## src/rtl/branch_resolve_queue.sv

```systemverilog
// branch_resolve_queue
// In-order queue of branch predictions issued at fetch. Each entry is paired
// with its outcome from execute, which then drives predictor training and,
// on a mispredict, a fetch redirect. Hit and total-branch counters are kept.
//
// Ports
//   clk, rst            clock (rising edge), async active-low reset
//   pred_*              prediction push from fetch; pred_ready = not full
//   res_*               resolution of the oldest entry from execute
//   flush               discard all entries (a same-cycle resolve still counts)
//   upd_*               predictor training interface (upd_valid is a pulse)
//   redirect_*          corrected fetch PC on mispredict (pulse)
//   count               occupancy
//   hit_cnt, total_cnt  correctly predicted / resolved branches (wrap at 2^32)
//   underflow           sticky flag: resolve arrived while the queue was empty
module branch_resolve_queue #(
  parameter int DEPTH = 4,
  parameter int PTR_W = 2
) (
  input  logic             clk,
  input  logic             rst,
  input  logic             pred_valid,
  input  logic [31:0]      pred_pc,
  input  logic             pred_taken,
  input  logic [31:0]      pred_target,
  output logic             pred_ready,
  input  logic             res_valid,
  input  logic             res_taken,
  input  logic [31:0]      res_target,
  input  logic             flush,
  output logic             upd_valid,
  output logic [31:0]      upd_pc,
  output logic             upd_taken,
  output logic             redirect_valid,
  output logic [31:0]      redirect_pc,
  output logic [PTR_W:0]   count,
  output logic [31:0]      hit_cnt,
  output logic [31:0]      total_cnt,
  output logic             underflow
);

  localparam logic [PTR_W:0]   FULL_CNT = (PTR_W+1)'(DEPTH);
  localparam logic [PTR_W:0]   CNT_ONE  = (PTR_W+1)'(1);
  localparam logic [PTR_W-1:0] PTR_ONE  = PTR_W'(1);

  logic [31:0] pc_mem     [DEPTH];
  logic        taken_mem  [DEPTH];
  logic [31:0] target_mem [DEPTH];

  logic [PTR_W-1:0] wr_ptr, rd_ptr;

  logic        push_ok, res_ok, empty_res, mispredict, clear_q;
  logic [31:0] head_pc, head_target;
  logic        head_taken;

  // Ready comes straight from the registered count, so a pop in the same
  // cycle never frees a slot for a push.
  assign pred_ready  = (count != FULL_CNT);
  assign push_ok     = pred_valid & pred_ready;
  assign res_ok      = res_valid & (count != '0);
  assign empty_res   = res_valid & (count == '0);

  assign head_pc     = pc_mem[rd_ptr];
  assign head_taken  = taken_mem[rd_ptr];
  assign head_target = target_mem[rd_ptr];

  assign mispredict  = res_ok & ((res_taken != head_taken) |
                                 (res_taken & (res_target != head_target)));
  // Everything younger than a mispredicted branch is wrong-path.
  assign clear_q     = flush | mispredict;

  // Storage is not reset; its contents are meaningless until written.
  always_ff @(posedge clk) begin
    if (push_ok) begin
      pc_mem[wr_ptr]     <= pred_pc;
      taken_mem[wr_ptr]  <= pred_taken;
      target_mem[wr_ptr] <= pred_target;
    end
  end

  always_ff @(posedge clk or negedge rst) begin
    if (!rst) begin
      wr_ptr         <= '0;
      rd_ptr         <= '0;
      count          <= '0;
      upd_valid      <= 1'b0;
      upd_pc         <= '0;
      upd_taken      <= 1'b0;
      redirect_valid <= 1'b0;
      redirect_pc    <= '0;
      hit_cnt        <= '0;
      total_cnt      <= '0;
      underflow      <= 1'b0;
    end else begin
      if (clear_q) begin
        wr_ptr <= '0;
        rd_ptr <= '0;
        count  <= '0;
      end else begin
        if (push_ok) wr_ptr <= wr_ptr + PTR_ONE;
        if (res_ok)  rd_ptr <= rd_ptr + PTR_ONE;
        case ({push_ok, res_ok})
          2'b10:   count <= count + CNT_ONE;
          2'b01:   count <= count - CNT_ONE;
          default: count <= count;
        endcase
      end

      upd_valid      <= res_ok;
      redirect_valid <= mispredict;
      if (res_ok) begin
        upd_pc    <= head_pc;
        upd_taken <= res_taken;
        total_cnt <= total_cnt + 32'd1;
        if (!mispredict) hit_cnt <= hit_cnt + 32'd1;
      end
      if (mispredict)
        redirect_pc <= res_taken ? res_target : (head_pc + 32'd4);

      if (empty_res) underflow <= 1'b1;
    end
  end

endmodule

```

## config.mk

```make
export PLATFORM = sky130hd
export DESIGN_NAME = branch_resolve_queue
export DESIGN_NICKNAME = d
export VERILOG_FILES = /design/src/rtl/branch_resolve_queue.sv
export SDC_FILE = /design/constraint.sdc
export NUM_CORES = 1
export LEC_CHECK = 0
export CAP_MARGIN = 5
export CORE_AREA = 2 2 172 174
export DETAILED_ROUTE_END_ITERATION = 8
export DIE_AREA = 0 0 174 176
export GPL_TIMING_DRIVEN = 0
export PLACE_DENSITY = 0.89
export SLEW_MARGIN = 20
export SYNTH_ARGS = -nofsm -noshare
export SYNTH_HDL_FRONTEND = slang
export SYNTH_SLANG_ARGS = --single-unit
```

## constraint.sdc

```tcl
create_clock -name clk -period 7.3 [get_ports clk]
set_input_delay 1.46 -clock clk [delete_from_list [all_inputs] [get_ports clk]]
set_output_delay 1.46 -clock clk [all_outputs]
set_load 0.005 [all_outputs]
```

==> results_dict.tcl <==
set metrics [dict create \
    grt_start_max_net_pins 81 \
    status "finished clean" \
    critPathLaunchType "input port" \
    synth-edff-count 260 \
    fin_nets 1514 \
    synth_top_family_by_area "multiplexers" \
    postLayoutCellArea_um2 21100 \
    critical_path_cell_count 10 \
    grt_first_pass_wirelength_mm 65.7 \
    area_enclosed_by_the_die_boundary_um2 30600 \
    tritoncts "done" \
    yosys_warnings 0 \
    post-route-drc-count 0 \
    ir_worst_vdd_mv 0.294 \
    cp.required_ns 7.77 \
    synth_fp_nets 1229 \
    post_cts_resized 0 \
    fp.dieH_um 176 \
    share_of_the_synthesized_netlist_area_taken_by_xor_and_xnor_gates_pct 6.30 \
    vias_per_cell 5.97 \
    synth_simple_gate_area_share_pct 9.40 \
    achievable-frequency_mhz 233 \
    internal_power_w 0.00454 \
    cts_max_path_buffers 3 \
    timing.final.hold_violations 0 \
    cpPeakStageDelay_ns 0.59 \
    postSynthRegisterBits 399 \
    cp_data_arrival_time_ns 4.76 \
    count_of_cells_along_the_worst_register_to_register_path 12 \
    maxCapViolCount 0 \
    drt_pre_antenna_iters 5 \
    synth_largest_type_area_fraction_pct 46.4 \
    setup-violations-final 0 \
    ios 239 \
    detailedRoute.firstIterationViolations 1201 \
    routed-via-count 10866 \
    postLayoutCoreUtil_pct 74.1 \
    pwr_density_cell_nw_per_um2 288 \
    p_switching_w 0.00155 \
    pwr-share-clk_pct 34.4 \
    cts.htree.levels 2 \
    clock_sinks 399 \
    worstPathBufferInverterCount 5 \
    weighted_congestion_reported_at_the_end_of_routability_driven_placement 0.875 \
    syn-mean-instance-area_um2 15.0 \
    dp.final_hpwl_mm 30.2 \
    count_of_port_buffers_added_during_placement 237 \
    ant_nets 0 \
    first_global_vias 11298 \
    drt-wirelength-per-cell_um 23.9 \
    syn_inst 1118 \
    setup_tns_ns 0 \
    die_width_um 174 \
    synthArstFlopShare_pct 34.8 \
    global_route.usage.total_pct 28.5 \
    share_seq_of_total_power_pct 47.3 \
    cp_max_fo 10 \
    placedInstanceArea_um2 19800 \
    setup_repair_after_global_routing_missed_its_margin "false" \
    antenna_found_initial 4 \
    hold_slack_ns 0.473 \
    post_synth_fa_ha_maj_area_fraction_pct 0.640 \
    synth_area_um2 16800 \
    nFillCells 1748 \
    synthFlopType "sky130_fd_sc_hd__edfxtp_1" \
    timing.critical_path.max_delay_family "buffers and inverters" \
    cts_hold_repair.buffers 0 \
    drive_above_1_share_pct 11.7 \
    ys_types 64 \
    ys_top_cells_by_area "sky130_fd_sc_hd__edfxtp_1, sky130_fd_sc_hd__dfrtp_1, sky130_fd_sc_hd__xnor2_1, sky130_fd_sc_hd__mux4_2, sky130_fd_sc_hd__nand2_1" \
    power.share.switching_pct 25.4 \
    yosysTopAreaCell "sky130_fd_sc_hd__edfxtp_1" \
    yosys.cell_count.top_type "sky130_fd_sc_hd__edfxtp_1" \
    layout_min_cycle_time_ns 4.29 \
    starting_density_of_the_core_pct 58.9 \
    cts_post_setup_buffers_inserted 0 \
    global_route.overflow_total 0 \
    whs_path_depth 2 \
    core-area_um2 28500 \
    cts_buffers 41 \
    max-slew-margin-rel_pct 49.0 \
    yosys-mux-area-fraction_pct 11.2 \
    critical_path.cell_chain "clkdlybuf4s50_1, nand2b_1, clkbuf_1, clkinv_1, clkbuf_1, clkbuf_1, nand2_1, fa_1, or4_1, nand3_1" \
    synth_compound_area_share_pct 3.02 \
    portion_of_the_post_synthesis_area_used_by_sequential_elements_pct 67.1 \
    routed_wirelength_mm 43.4 \
    worst_skew_pair.late_latency_ns 0.54 \
    syn_to_final_growth_pct 25.7 \
    cts_root_buf "sky130_fd_sc_hd__clkbuf_16" \
    clk_transition_reported_paths_ns 0.06 \
    hold_path_class "register to register" \
    path_class "input port to register" \
    timing.clock.skew_ns 0.0161 \
    leakage_nw 7.78 \
    critical_path.most_common_cell "sky130_fd_sc_hd__clkbuf_1" \
    placementRows 62 \
    post_synth_most_frequent_cells "sky130_fd_sc_hd__edfxtp_1, sky130_fd_sc_hd__nand2_1, sky130_fd_sc_hd__dfrtp_1" \
    endpoint_kind "register" \
    timing.final.max_slew_violations 0 \
    pwr-share-comb_pct 18.3 \
    layout_worst_path_cycle_share_pct 58.8 \
    cp_slowest_cell "sky130_fd_sc_hd__clkdlybuf4s50_1" \
    worstMarginPinSlew_ns 0.765 \
]
==> power by group through the flow <==
| stage | Sequential (W) | Clock (W) | Combinational (W) |
|---|---|---|---|
| final | 0.00288 | 0.00210 | 0.00111 |
| after global routing | 0.00291 | 0.00221 | 0.00119 |
| after CTS | 0.00288 | 0.00211 | 0.00111 |
| after detailed placement | 0.00291 | 0 | 0.00110 |
| after global placement | 0.00291 | 0 | 0.00105 |
| after floorplan | 0.00289 | 0 | 0.000406 |
==> area by class of cell <==
| cell class | instances | area (um^2) | share of cell area [%] |
|---|---|---|---|
| multi-input combinational | 653 | 5150 | 24.3 |
| clock buffer | 54 | 1170 | 5.53 |
| timing repair buffer | 242 | 2480 | 11.8 |
| inverter | 18 | 70.1 | 0.331 |
| clock inverter | 21 | 179 | 0.846 |
| antenna | 2 | 5.00 | 0.0237 |
| buffer | 48 | 319 | 1.51 |
| tap | 384 | 480 | 2.27 |
| sequential | 399 | 11300 | 53.4 |
==> worst paths after layout <==
path	startpoint	slack, ns	end
hold reg to reg	upd_pc[28]	0.47	upd_pc[28]
setup reg to reg	rd_ptr[1]	3.35	hit_cnt[6]
max in group asynchronous	rst	5.67	upd_pc[8]
min in group asynchronous	rst	0.84	total_cnt[11]
hold / removal	upd_pc[28]	0.47	upd_pc[28]
setup / recovery	res_valid	3.01	count[1]
==> through the flow <==
step	worst slack (ns)	instances	total power, W
finish	3.01	1821	0.00609
CTS	3.09	1819	0.00610
detailed placement	2.54	1744	0.00401
floorplan	3.41	1118	0.00329
global placement	-0.772	1739	0.00396
global route	2.89	1819	0.00631
==> sequential cells by signal (all words and copies together), names as in the netlist <==
signal / cells
redirect_valid: 1
target_mem: 128
upd_pc: 32
underflow: 1
pc_mem: 128
redirect_pc: 32
upd_valid: 1
hit_cnt: 32
upd_taken: 1
taken_mem: 4
rd_ptr: 2
wr_ptr: 2
count: 3
total_cnt: 32
==> placed cells by master (no fill, tap or decap), types with 10 or more instances in the layout <==
| cell type | synthesis | layout |
|---|---|---|
| sky130_fd_sc_hd__a21oi_1 | 11 | 11 |
| sky130_fd_sc_hd__and3_1 | 27 | 27 |
| sky130_fd_sc_hd__buf_2 | 10 | 10 |
| sky130_fd_sc_hd__clkbuf_1 | 21 | 29 |
| sky130_fd_sc_hd__clkbuf_16 | 0 | 45 |
| sky130_fd_sc_hd__clkdlybuf4s50_1 | 0 | 236 |
| sky130_fd_sc_hd__clkinv_1 | 1 | 10 |
| sky130_fd_sc_hd__dfrtp_1 | 139 | 139 |
| sky130_fd_sc_hd__edfxtp_1 | 260 | 260 |
| sky130_fd_sc_hd__inv_1 | 16 | 16 |
| sky130_fd_sc_hd__mux2_2 | 31 | 31 |
| sky130_fd_sc_hd__mux2i_1 | 31 | 31 |
| sky130_fd_sc_hd__mux4_1 | 20 | 20 |
| sky130_fd_sc_hd__mux4_2 | 31 | 31 |
| sky130_fd_sc_hd__nand2_1 | 162 | 162 |
| sky130_fd_sc_hd__nand3_1 | 45 | 45 |
| sky130_fd_sc_hd__nand4_1 | 26 | 26 |
| sky130_fd_sc_hd__nor2_1 | 30 | 30 |
| sky130_fd_sc_hd__nor3_1 | 12 | 12 |
| sky130_fd_sc_hd__o21ai_0 | 38 | 38 |
| sky130_fd_sc_hd__xnor2_1 | 80 | 80 |
| sky130_fd_sc_hd__xor2_1 | 39 | 39 |
==> worst reg2reg max path, delay by kind of cell (launching register included) <==
| family | cells | cell delay, ns |
|---|---|---|
| AOI/OAI and AO/OA | 1 | 0.49 |
| buffers and inverters | 5 | 1.45 |
| DFF | 1 | 0.33 |
| muxes | 1 | 0.38 |
| and+or+nand+nor | 3 | 0.84 |
| xor gates and xnor gates | 2 | 0.37 |
==> per-layer routing <==
metal / GRT usage, % / vias to the layer above / part of all wire (%)
met5: 0 / - / 0.099
met4: 9.10 / 6 / 2.9
met3: 7.45 / 104 / 10
met2: 48.3 / 601 / 49
met1: 36.3 / 5428 / 38
li1: - / 4727 / -
==> logic make-up (layout without fill, tap and decap cells) <==
| family | after synthesis | count (layout) |
|---|---|---|
| flops | 399 | 399 |
| buf+inv | 66 | 383 |
| other cells | 0 | 2 |
| xor+xnor | 120 | 120 |
| compound gates | 78 | 78 |
| fa+ha+maj | 8 | 8 |
| mux | 113 | 113 |
| simple gates | 334 | 334 |
Power figures use the tool's default switching activity.
